### src/rtl/lfsr_scrambler_ser.sv
// Seed-load, scramble, then serialise LFSR.
// A start in IDLE loads the seed (zero seed is replaced by 1 to avoid LFSR
// lockup), the Fibonacci LFSR runs SCRAMBLE_CYCLES steps, the scrambled word
// is shifted out LSB-first under Valid, and a one-cycle done pulse closes
// the transaction.
//
// state    | meaning
// ---------+-----------------------------------------------------------
// IDLE     | waiting for start; all outputs low
// SCRAMBLE | LFSR stepping, counting SCRAMBLE_CYCLES steps
// SHIFT    | one payload bit per cycle on OUT with Valid high
// DONE     | first cycle raises done and drops busy, second returns to IDLE
module lfsr_scrambler_ser #(
    parameter int               WIDTH           = 4,
    parameter logic [WIDTH-1:0] TAPS            = 4'b0111,
    parameter int               SCRAMBLE_CYCLES = 8
) (
    input  logic             CLK,
    input  logic             RST,
    input  logic             start,
    input  logic [WIDTH-1:0] seed,
    output logic             OUT,
    output logic             Valid,
    output logic             busy,
    output logic             done
);

    // Counter must hold both the scramble step index and the bit index.
    localparam int CNT_MAX = (SCRAMBLE_CYCLES + 1 > WIDTH + 1) ? (SCRAMBLE_CYCLES + 1) : (WIDTH + 1);
    localparam int CNT_W   = $clog2(CNT_MAX);

    localparam logic [CNT_W-1:0] SC_LAST    = (SCRAMBLE_CYCLES > 0) ? CNT_W'(SCRAMBLE_CYCLES - 1) : '0;
    localparam logic [CNT_W-1:0] SH_LAST    = CNT_W'(WIDTH - 1);
    localparam logic [WIDTH-1:0] SEED_GUARD = {{(WIDTH-1){1'b0}}, 1'b1};

    typedef enum logic [1:0] {
        S_IDLE     = 2'd0,
        S_SCRAMBLE = 2'd1,
        S_SHIFT    = 2'd2,
        S_DONE     = 2'd3
    } state_t;

    state_t             r_state;
    state_t             w_state_nxt;
    logic [WIDTH-1:0]   r_lfsr;
    logic [WIDTH-1:0]   w_lfsr_nxt;
    logic [CNT_W-1:0]   r_cnt;
    logic [CNT_W-1:0]   w_cnt_nxt;
    logic               r_out;
    logic               w_out_nxt;
    logic               r_valid;
    logic               w_valid_nxt;
    logic               r_busy;
    logic               w_busy_nxt;
    logic               r_done;
    logic               w_done_nxt;
    logic               w_fb;

    assign w_fb = ^(r_lfsr & TAPS);

    // Next-state and next-output decode; outputs are registered below.
    always_comb begin
        w_state_nxt = r_state;
        w_lfsr_nxt  = r_lfsr;
        w_cnt_nxt   = r_cnt;
        w_out_nxt   = 1'b0;
        w_valid_nxt = 1'b0;
        w_busy_nxt  = r_busy;
        w_done_nxt  = 1'b0;

        case (r_state)
            S_IDLE: begin
                w_busy_nxt = 1'b0;
                if (start) begin
                    w_lfsr_nxt  = (seed == '0) ? SEED_GUARD : seed;
                    w_cnt_nxt   = '0;
                    w_busy_nxt  = 1'b1;
                    w_state_nxt = (SCRAMBLE_CYCLES == 0) ? S_SHIFT : S_SCRAMBLE;
                end
            end

            S_SCRAMBLE: begin
                w_lfsr_nxt = {w_fb, r_lfsr[WIDTH-1:1]};
                if (r_cnt == SC_LAST) begin
                    w_cnt_nxt   = '0;
                    w_state_nxt = S_SHIFT;
                end else begin
                    w_cnt_nxt = r_cnt + CNT_W'(1);
                end
            end

            S_SHIFT: begin
                w_out_nxt   = r_lfsr[0];
                w_valid_nxt = 1'b1;
                w_lfsr_nxt  = r_lfsr >> 1;
                if (r_cnt == SH_LAST) begin
                    w_cnt_nxt   = '0;
                    w_state_nxt = S_DONE;
                end else begin
                    w_cnt_nxt = r_cnt + CNT_W'(1);
                end
            end

            S_DONE: begin
                // r_done distinguishes the pulse cycle from the return cycle.
                w_busy_nxt = 1'b0;
                if (!r_done) begin
                    w_done_nxt = 1'b1;
                end else begin
                    w_state_nxt = S_IDLE;
                end
            end

            default: begin
                w_state_nxt = S_IDLE;
                w_busy_nxt  = 1'b0;
            end
        endcase
    end

    // State, datapath and output registers with synchronous reset.
    always_ff @(posedge CLK) begin
        if (RST) begin
            r_state <= S_IDLE;
            r_lfsr  <= '0;
            r_cnt   <= '0;
            r_out   <= 1'b0;
            r_valid <= 1'b0;
            r_busy  <= 1'b0;
            r_done  <= 1'b0;
        end else begin
            r_state <= w_state_nxt;
            r_lfsr  <= w_lfsr_nxt;
            r_cnt   <= w_cnt_nxt;
            r_out   <= w_out_nxt;
            r_valid <= w_valid_nxt;
            r_busy  <= w_busy_nxt;
            r_done  <= w_done_nxt;
        end
    end

    assign OUT   = r_out;
    assign Valid = r_valid;
    assign busy  = r_busy;
    assign done  = r_done;

endmodule

### config.mk
export PLATFORM = sky130hd
export DESIGN_NAME = lfsr_scrambler_ser
export DESIGN_NICKNAME = d
export VERILOG_FILES = /design/src/rtl/lfsr_scrambler_ser.sv
export SDC_FILE = /design/constraint.sdc
export NUM_CORES = 1
export LEC_CHECK = 0
export BUFFER_PORTS_ARGS = -buffer_cell sky130_fd_sc_hd__buf_2
export CAP_MARGIN = 20
export CORE_ASPECT_RATIO = 0.6
export CORE_MARGIN = 8
export CORE_UTILIZATION = 25
export CTS_CLUSTER_DIAMETER = 200
export DETAILED_ROUTE_END_ITERATION = 10
export PLACE_DENSITY = 0.41
export SYNTH_ARGS = -nofsm -noshare
export SYNTH_HDL_FRONTEND = slang
export SYNTH_SLANG_ARGS = --single-unit
export TNS_END_PERCENT = 100
### constraint.sdc
create_clock -name CLK -period 3.1 [get_ports CLK]
set_input_delay 0.31 -clock CLK [delete_from_list [all_inputs] [get_ports CLK]]
set_output_delay 0.31 -clock CLK [all_outputs]
set_load 0.005 [all_outputs]
* Word-level counts from Yosys, hierarchy flattened
Cells that the tools add are included.
** Word-level totals
- Bits in registers :: 14
- Output and inout port bits :: 4
- Logic and storage cells :: 44
** Operators by class
- Reductions and logical operators :: 9
- Bitwise logic cells :: 2
- Mux-type cells :: 16
- $add $sub $neg :: 1
- Eq/ne operators :: 9
** Operator list (number)
- one-hot mux 4 bit (3 select lines) :: 2
- 2-to-1 mux 4 bit :: 5
- 2-to-1 mux 2 bit :: 4
- != test 2 bit (second input constant) :: 4
- one-hot mux 2 bit (4 select lines) :: 1
- adder 4 x 1 -> 4 bit (second input constant) :: 1
- equality test 2 bit (second input constant) :: 2
- equality test 4 x 2 -> 1 bit (second input constant) :: 1
- equality test 4 x 3 -> 1 bit (second input constant) :: 1
- logical NOT 4 bit :: 1
- AND reduction 4 bit :: 1
- OR reduction 2 bit :: 2
- parity 4 bit :: 1
- 2-to-1 mux 1 bit :: 3
- nonzero test 3 bit :: 1
- equality test 2 x 1 -> 1 bit (second input constant) :: 1
- logical NOT 2 bit :: 1
- inverter 1 bit :: 2
- one-hot mux 1 bit (2 select lines) :: 1
- AND reduction 2 bit :: 1
- nonzero test 2 bit :: 1

* Logic depth before layout (Yosys ltp)
Gate-level depths: netlist of the first run.
- Word-level depth :: 4
- Mapped depth :: 6
- Gate-level depth less buffers :: 6

* Least setup slack after synthesis of the first run
No wires, ideal clock.
- Path type :: flip-flop to flip-flop
- Start :: reg r_state[0]
- End :: reg r_cnt[3]
- Library setup time :: 0.071 ns
- Slack :: 1.682 ns
- Path buffers :: 0
- Data required time :: 3.029 ns
- Clock period less this slack :: 1.418 ns
- Arrival time :: 1.348 ns
- Stages on the path, launching flop included :: 7
- Cell sequence :: dfxtp_1 -> inv_1 -> ha_1 -> o21ai_1 -> a311oi_1 -> o21ai_1 -> a21oi_1
** On the way
- Longest elaborated chain between the ends :: 3
** RTL lines
- from (decl) :: RTL line 43 : state_t r_state;
- from (signal assigned) :: RTL line 132 : r_state <= w_state_nxt;
- equality test 2 bit, or another cell as far along :: RTL line 71 : case (r_state)
- nonzero test 3 bit (no line) or != test 2 bit (tied branches)
- AND reduction 2 bit (no line)
- to (signal assigned) :: RTL line 134 : r_cnt <= w_cnt_nxt;
- to (decl) :: RTL line 47 : logic [CNT_W-1:0] r_cnt;
Several ways; a longest one is shown, not always the timed one.
A chain may end at the register's enable or synchronous reset.

* Worst setup path after layout of the first run
Ends and elaborated chain as after synthesis.

==> results.py, run 1 <==
metrics = {
    "status": {
        "status": "finished, final reports clean",
    },
    "cts": {
        "htreeDepth": 1,
        "tritoncts": "yes",
        "ctsHoldBuffers": 0,
        "post_cts_buffers": 0,
        "post_cts_resized": 0,
        "cts_buffers": 3,
        "path_clk_slew_ns": 0.06,
        "root_buffer": "clkbuf_8",
        "clk_latency_ns": 0.25,
        "clock_path_buffers": 2,
        "clock_sinks": 14,
    },
    "route": {
        "viasPerCell": 4.81,
        "vias": 621,
        "routedWlPerCell_um": 12.4,
        "drtPass1Iterations": 4,
        "drt_wl_total_um": 1600,
        "ant_nets": 0,
        "drc": 0,
        "dr.first_iter.drc_count": 24,
    },
    "grt": {
        "grt_antenna_before_repair": 0,
        "grtUsageTotal": 0.0694,
        "use_met3": 0.0394,
        "grt_util_met1": 0.0909,
        "grt.overflow.total": 0,
        "use_met2": 0.0879,
        "grt-busiest-layer": "met1",
        "grt_max_degree": 14,
        "grt_pass1_wl_um": 2640,
        "grt_pass1_vias": 569,
    },
    "critical_path": {
        "cp_common_cell": "o21ai_1",
        "path_buf_inv": 1,
        "path_class": "flop to flop",
        "critical-path-slowest-cell": "dfxtp_1",
        "cp-end-kind": "flop",
        "required_ns": 3.29,
        "cpPeakStageDelay_ns": 0.40,
        "arrival_ns": 1.87,
        "crit_family": "compound AO/OA/AOI/OAI gates",
        "cp_max_fo": 7,
        "start_kind": "flop",
        "crit_chain": "inv_1 -> ha_1 -> o21ai_1 -> a311oi_1 -> o21ai_1 -> a21oi_1",
    },
    "placement": {
        "post-dp-hpwl_um": 1230,
        "place_congestion": 0.784,
        "placed_cells_incl_taps": 125,
        "io_buffers": 10,
        "placed_area_um2": 813,
    },
    "logic_synthesis": {
        "synth_area_leaders": "dfxtp_1 (39%), ha_1 (10%), nor2_1 (5.7%), a21oi_1 (3.5%), a211oi_1 (3.1%)",
        "ys_warn_count": 0,
        "synthTopCellsByCount": "dfxtp_1 (14), nor2_1 (11), ha_1 (6), a21oi_1 (5)",
        "synth_top_area_share": 0.387,
        "synth_edf_count": 0,
        "synth_top_area_cell": "dfxtp_1",
        "ys_seq_area_frac": 0.387,
        "syn_nets": 95,
        "syn_avg_cell_area_um2": 8.83,
        "syn-cell-area_um2": 724,
        "synthArstFlopShare": 0,
        "netlist_instances": 82,
        "synth_flop_cell": "dfxtp_1",
        "ys_ff_latch": 14,
        "yosys.cell_types.count": 28,
        "yosysMostFrequentCell": "dfxtp_1",
    },
    "sta": {
        "slew_violations": 0,
        "period_minus_slack_ns": 1.68,
        "tns_ns": 0,
        "worst_clock_skew_ns": 0.00329,
        "grt_setup_unrepaired": "no",
        "slew_headroom": 0.762,
        "max_slew.worst_pin.slew_ns": 0.355,
        "setup_violations": 0,
        "max_freq_mhz": 595,
        "fin_crit_sh": 0.542,
        "hold_violations": 0,
        "hold_slack_ns": 0.348,
    },
    "die": {
        "dieArea_um2": 4930,
        "initial_utilization": 0.257,
        "rows": 15,
        "core-area_um2": 2820,
        "num_io_pins": 11,
        "die_h_um": 57.7,
        "die_x_um": 85.5,
    },
    "finish": {
        "area_growth_pct": 19.9,
        "diodes": 0,
        "instances_no_fill": 129,
        "final_nets": 109,
        "utilization": 0.308,
        "final_area_um2": 868,
        "drive_above_1_share": 0.189,
    },
    "power": {
        "ir_drop_uv": 317,
        "power_density_nw_per_um2": 882,
        "leakagePower_nw": 0.352,
    },
    "job": {
        "drv_cap": 0,
    },
    "hold_path": {
        "hp-class": "input pin to flop",
    },
}
-- cell families after synthesis --
family                     Yosys count  synth area share
AOI/OAI and AO/OA                   18             0.178
and+or+nand+nor                     35             0.254
DFF                                 14             0.387
buffers and inverters                5            0.0259
muxes                                2            0.0276
xor gates and xnor gates             2            0.0242
adders and majority gates            6             0.104
-- layout by cell type (no fill, tap or decap), drive strengths merged --
master,netlist,final
dfxtp,14,14
nor2,14,14
buf,0,10
ha,6,6
a21oi,5,5
inv,4,4
nor3,4,4
clkbuf,1,4
nor2b,3,3
nand2b,3,3
nand2,3,3
nand3,3,3
a211oi,3,3
o21ai,3,3
and2,2,2
mux2i,2,2
xnor2,2,2
a221oi,2,2
o2111ai,2,2
nor4,1,1
nor4b,1,1
a311oi,1,1
a22oi,1,1
nand3b,1,1
a2bb2oi,1,1
-- final timing paths --
check | depth (start not counted) | slack (ns) | to | start
max reg2reg | 6 | 1.42 | r_cnt[3] | r_state[0]
min | 3 | 0.35 | busy | start
max | 6 | 1.42 | r_cnt[3] | r_state[0]
min reg2reg | 2 | 0.48 | r_cnt[1] | r_cnt[1]
-- layer usage --
layer / vias to the layer above / share of wire
li1: 323 / -
met1: 269 / 0.56
met2: 25 / 0.37
met3: 4 / 0.066
met4: 0 / 0.011
met5: - / 0
-- area by class of cell --
cell class	instances	area [um^2]
Timing Repair Buffer	10	50.0
Tap cell	34	42.5
Sequential cell	14	280
Inverter	4	15.0
Fill cell	298	1950
Clock buffer	4	55.1
Multi-Input combinational cell	63	425
-- flip-flops by register name, indices dropped and copies added (netlist names) --
register	flops
r_cnt	4
r_lfsr	4
r_state	2
OUT	1
Valid	1
busy	1
done	1
-- report_power, final --
part	leakage (nW)	internal [mW]	switching, mW
Combinational	0.209	0.134	0.190
Sequential	0.114	0.222	0.0339
Clock	0.0288	0.113	0.0723
Total	0.352	0.469	0.296
-- per-stage QoR --
stage                     total power, mW  worst slack [ns]
after floorplan                     0.513              1.68
after global placement              0.593              1.43
after detailed placement            0.586              1.43
after CTS                           0.774              1.41
after global routing                0.824              1.25
final                               0.766              1.42
-- tightest hold or removal path, delay by kind of cell --
kind            cells  cell delay [ns]
buf+inv             1             0.11
simple gates        1             0.08
compound gates      1             0.07
Note: power is estimated with default switching activity, not from simulation.
==> inputs of run 2 (changes only) <==
Settings changed: PLACE_DENSITY 0.41 to 0.43.
Clock period 3.1 ns to 1.5 ns, I/O delays scaled along.
==> results.py, run 2 (same netlist as run 1, synthesis figures left out) <==
metrics = {
    "cts": {
        "root_buffer": "clkbuf_8",
        "clk_latency_ns": 0.25,
        "ctsHoldBuffers": 0,
        "tritoncts": "yes",
        "htreeDepth": 1,
        "cts_buffers": 3,
        "path_clk_slew_ns": 0.06,
        "clock_path_buffers": 2,
        "clock_sinks": 14,
    },
    "critical_path": {
        "start_kind": "flop",
        "cp-end-kind": "flop",
        "required_ns": 1.62,
        "arrival_ns": 1.58,
        "path_buf_inv": 1,
        "critical-path-slowest-cell": "dfxtp_4",
        "cpPeakStageDelay_ns": 0.36,
        "path_class": "flop to flop",
        "crit_family": "simple AND/OR/NAND/NOR gates",
        "crit_chain": "buf_4 -> ha_4 -> nor2_2 -> o2111ai_2 -> nor3_1 -> a211oi_1",
        "cp_max_fo": 6,
    },
    "sta": {
        "fin_crit_sh": 0.968,
        "setup_violations": 0,
        "max_freq_mhz": 689,
        "tns_ns": 0,
        "max_slew.worst_pin.slew_ns": 0.286,
        "slew_headroom": 0.809,
        "hold_violations": 0,
        "hold_slack_ns": 0.185,
        "worst_clock_skew_ns": 0.00253,
        "grt_setup_unrepaired": "yes",
        "slew_violations": 0,
        "period_minus_slack_ns": 1.45,
    },
    "finish": {
        "instances_no_fill": 137,
        "diodes": 0,
        "largestRegisters": "r_cnt: 4 flops, r_lfsr: 4 flops, r_state: 2 flops",
        "final_nets": 117,
        "area_growth_pct": 36.4,
        "most-common-layout-cells": "dfxtp_1 (12), nor2_1 (11), buf_2 (10)",
        "utilization": 0.351,
        "final_common_cell": "dfxtp_1",
        "drive_above_1_share": 0.388,
    },
    "route": {
        "dr.first_iter.drc_count": 26,
        "drtPass1Iterations": 4,
        "routedWlPerCell_um": 14.3,
        "ant_nets": 0,
        "drc": 0,
        "vias": 659,
        "drt_wl_total_um": 1960,
        "viasPerCell": 4.81,
    },
    "grt": {
        "grt_max_degree": 14,
        "grt_antenna_before_repair": 0,
        "grtUsageTotal": 0.0781,
        "grt_pass1_wl_um": 3060,
        "grt_pass1_vias": 668,
        "grt.overflow.total": 0,
    },
    "status": {
        "status": "finished, final reports clean",
    },
    "power": {
        "power_density_nw_per_um2": 1920,
        "ir_drop_uv": 638,
        "leakagePower_nw": 0.393,
    },
    "die": {
        "rows": 15,
        "dieArea_um2": 4930,
        "core-area_um2": 2820,
        "die_h_um": 57.7,
        "die_x_um": 85.5,
        "initial_utilization": 0.257,
        "num_io_pins": 11,
    },
    "placement": {
        "place_congestion": 0.776,
        "post-dp-hpwl_um": 1350,
        "io_buffers": 10,
        "placed_cells_incl_taps": 132,
    },
    "job": {
        "drv_cap": 0,
    },
    "hold_path": {
        "hp-class": "input pin to flop",
    },
}
-- run 2: cell count changes in the layout (fill, tap and decap cells not counted), sizes merged --
cell	before	now
buf	10	18
-- run 2: tightest hold or removal path, cell delays in order --
cell	delay (ns)
buf_2	0.11
a22oi_1	0.06
nor2_1	0.08
-- run 2: repair_timing --
item	in CTS	in global routing
resized for setup	3	13
endpoints found under the setup margin	6	8
pin swaps	0	2
buffers inserted	0	1
-- run 2: final cells by class --
class                      count  area, um^2
timing repair buffer          18         110
multi-input combinational     63         480
clock buffer                   4        55.1
fill                         291        1830
sequential                    14         285
inverter                       4        15.0
tap                           34        42.5
-- run 2: power by group --
| part | switching [mW] | leakage (nW) | internal (mW) |
|---|---|---|---|
| sequential | 0.0753 | 0.115 | 0.468 |
| combinational | 0.504 | 0.249 | 0.474 |
| clock | 0.143 | 0.0288 | 0.233 |
-- run 2: per-layer routing --
| metal | GRT usage | routed length (um) |
|---|---|---|
| met1 | 0.103 | 992 |
| met2 | 0.112 | 854 |
| met3 | 0.0380 | 116 |
| met4 | 0.0149 | 0 |
| met5 | 0 | 0 |
-- run 2: metrics by stage --
step           power (mW)  worst slack (ns)  area [um^2]
6_report             1.90            0.0484          988
5_1_grt              2.04           -0.0199          988
4_1_cts              1.75           0.00518          928
3_5_place_dp         1.35           -0.0799          866
3_3_place_gp         1.37           -0.0453          866
2_1_floorplan        1.06            0.0817          724
-- run 2: final timing paths --
check / from / to / slack, ns / cells after the start
worst min-delay path: start / busy / 0.18 / 3
worst max register to register: r_state[0] / r_state[0] / 0.05 / 6
worst max-delay path: r_state[0] / r_state[0] / 0.05 / 6
worst min register to register: r_cnt[1] / r_cnt[1] / 0.49 / 2
==> inputs of run 3 (changes only) <==
Settings changed: CORE_ASPECT_RATIO 0.6 to default, CORE_UTILIZATION 25 to 48, PLACE_DENSITY 0.43 to 0.72.
Clock period 1.5 ns to 1.25 ns, I/O delays scaled along.
==> results.py, run 3 (same netlist as run 1, synthesis figures left out) <==
metrics = {
    "placement": {
        "pre_cts_slack_ns": -0.163,
        "place_congestion": 0.806,
        "io_buffers": 10,
        "post-dp-hpwl_um": 1310,
    },
    "cts": {
        "root_buffer": "clkbuf_4",
        "clock_sinks": 14,
        "tritoncts": "yes",
        "ctsHoldBuffers": 0,
        "clock_path_buffers": 2,
        "path_clk_slew_ns": 0.09,
        "cts_buffers": 3,
        "htreeDepth": 1,
        "clk_latency_ns": 0.29,
    },
    "critical_path": {
        "cp-end-kind": "flop",
        "cp_max_fo": 5,
        "crit_chain": "inv_4 -> ha_4 -> inv_1 -> nor2_4 -> a2bb2oi_1 -> a211oi_1",
        "start_kind": "flop",
        "path_buf_inv": 2,
        "required_ns": 1.46,
        "cpPeakStageDelay_ns": 0.40,
        "crit_family": "flip-flops",
        "arrival_ns": 1.61,
        "path_class": "flop to flop",
        "critical-path-slowest-cell": "dfxtp_4",
    },
    "route": {
        "ant_nets": 0,
        "viasPerCell": 5.44,
        "vias": 686,
        "drtPass1Iterations": 4,
        "routedWlPerCell_um": 13.7,
        "dr.first_iter.drc_count": 17,
        "drt_wl_total_um": 1730,
        "drc": 0,
    },
    "sta": {
        "max_slew.worst_pin.slew_ns": 0.282,
        "setup_violations": 10,
        "hold_violations": 0,
        "worst_slack_ns": -0.148,
        "fin_crit_sh": 1.12,
        "period_minus_slack_ns": 1.40,
        "slew_headroom": 0.812,
        "slew_violations": 0,
        "max_freq_mhz": 715,
        "worst_clock_skew_ns": 0.0104,
        "grt_setup_unrepaired": "yes",
    },
    "hold_path": {
        "hp-class": "input pin to flop",
    },
    "grt": {
        "grtUsageTotal": 0.131,
        "grt_antenna_before_repair": 0,
        "grt_max_degree": 14,
        "grt_pass1_vias": 716,
        "grt.overflow.total": 0,
        "grt_pass1_wl_um": 2930,
    },
    "finish": {
        "most-common-layout-cells": "buf_4 (12), nor2_1 (11), dfxtp_1 (10), buf_2 (10), a21oi_1 (5)",
        "final_common_cell": "buf_4",
        "nFillCells": 111,
        "regArea_um2": 290,
        "drive_above_1_share": 0.436,
        "multi_input_comb_area_um2": 527,
        "final_nets": 124,
        "utilization": 0.727,
        "largestRegisters": "r_cnt: 4 flops, r_lfsr: 4 flops, r_state: 2 flops",
        "diodes": 0,
        "area_growth_pct": 45.9,
    },
    "die": {
        "die_h_um": 54.9,
        "initial_utilization": 0.498,
        "rows": 14,
        "core-area_um2": 1450,
        "dieArea_um2": 3010,
        "num_io_pins": 11,
        "die_x_um": 54.9,
    },
    "power": {
        "power_density_nw_per_um2": 2090,
        "power.total_mw": 2.21,
        "ir_drop_uv": 1440,
        "leakagePower_nw": 0.435,
    },
    "job": {
        "drv_cap": 0,
    },
    "status": {
        "violations": "setup timing",
        "status": "finished with violations",
    },
}
## run 3: worst register-to-register path, cell delays in order, from the launching register on
cell       delay [ns]
dfxtp_4          0.40
inv_4            0.06
ha_4             0.28
inv_1            0.10
nor2_4           0.16
a2bb2oi_1        0.09
a211oi_1         0.23
## run 3: path summary, 6_finish.rpt
| check | from | to | slack, ns | cells past startpoint |
|---|---|---|---|---|
| worst min register to register | r_lfsr[3] | r_lfsr[3] | 0.51 | 2 |
| worst max register to register | r_state[0] | r_lfsr[0] | -0.15 | 6 |
| worst max-delay path | r_state[0] | r_lfsr[0] | -0.15 | 6 |
| worst min-delay path | start | busy | 0.13 | 3 |
## run 3: repair_timing
action | CTS | global route
gates cloned | 0 | 0
endpoints found under the setup margin | 10 | 11
pin swaps | 11 | 2
resized for setup | 12 | 2
setup buffers | 1 | 1
## run 3: power by group
part	internal, mW	total (mW)	switching (mW)	leakage, nW
Sequential	0.568	0.681	0.113	0.117
Combinational	0.652	1.26	0.605	0.302
Clock	0.116	0.269	0.153	0.0154
## run 3: metal layers
metal	vias up	part of all wire	GRT usage
met5	-	0	0
met4	0	0.014	0.0492
met3	2	0.042	0.0326
met2	12	0.51	0.234
met1	323	0.44	0.144
li1	349	-	-
## run 3: through the flow
| stage | setup TNS, ns | instance area [um^2] | instances | hold WS (ns) |
|---|---|---|---|---|
| final | -0.988 | 1060 | 126 | 0.129 |
| after global routing | -1.80 | 1060 | 126 | 0.165 |
| after CTS | -0.905 | 1040 | 125 | 0.130 |
| after detailed placement | -1.15 | 956 | 120 | 0.395 |
| after global placement | -0.883 | 956 | 120 | 0.390 |
| after floorplan | -0.121 | 792 | 82 | 0.199 |
## run 3: area by class of cell
type                       count  area share
multi-input combinational     63       0.498
sequential                    14       0.275
timing repair buffer          25       0.164
clock buffer                   3      0.0213
inverter                       4      0.0189
tap                           16      0.0189
clock inverter                 1     0.00355
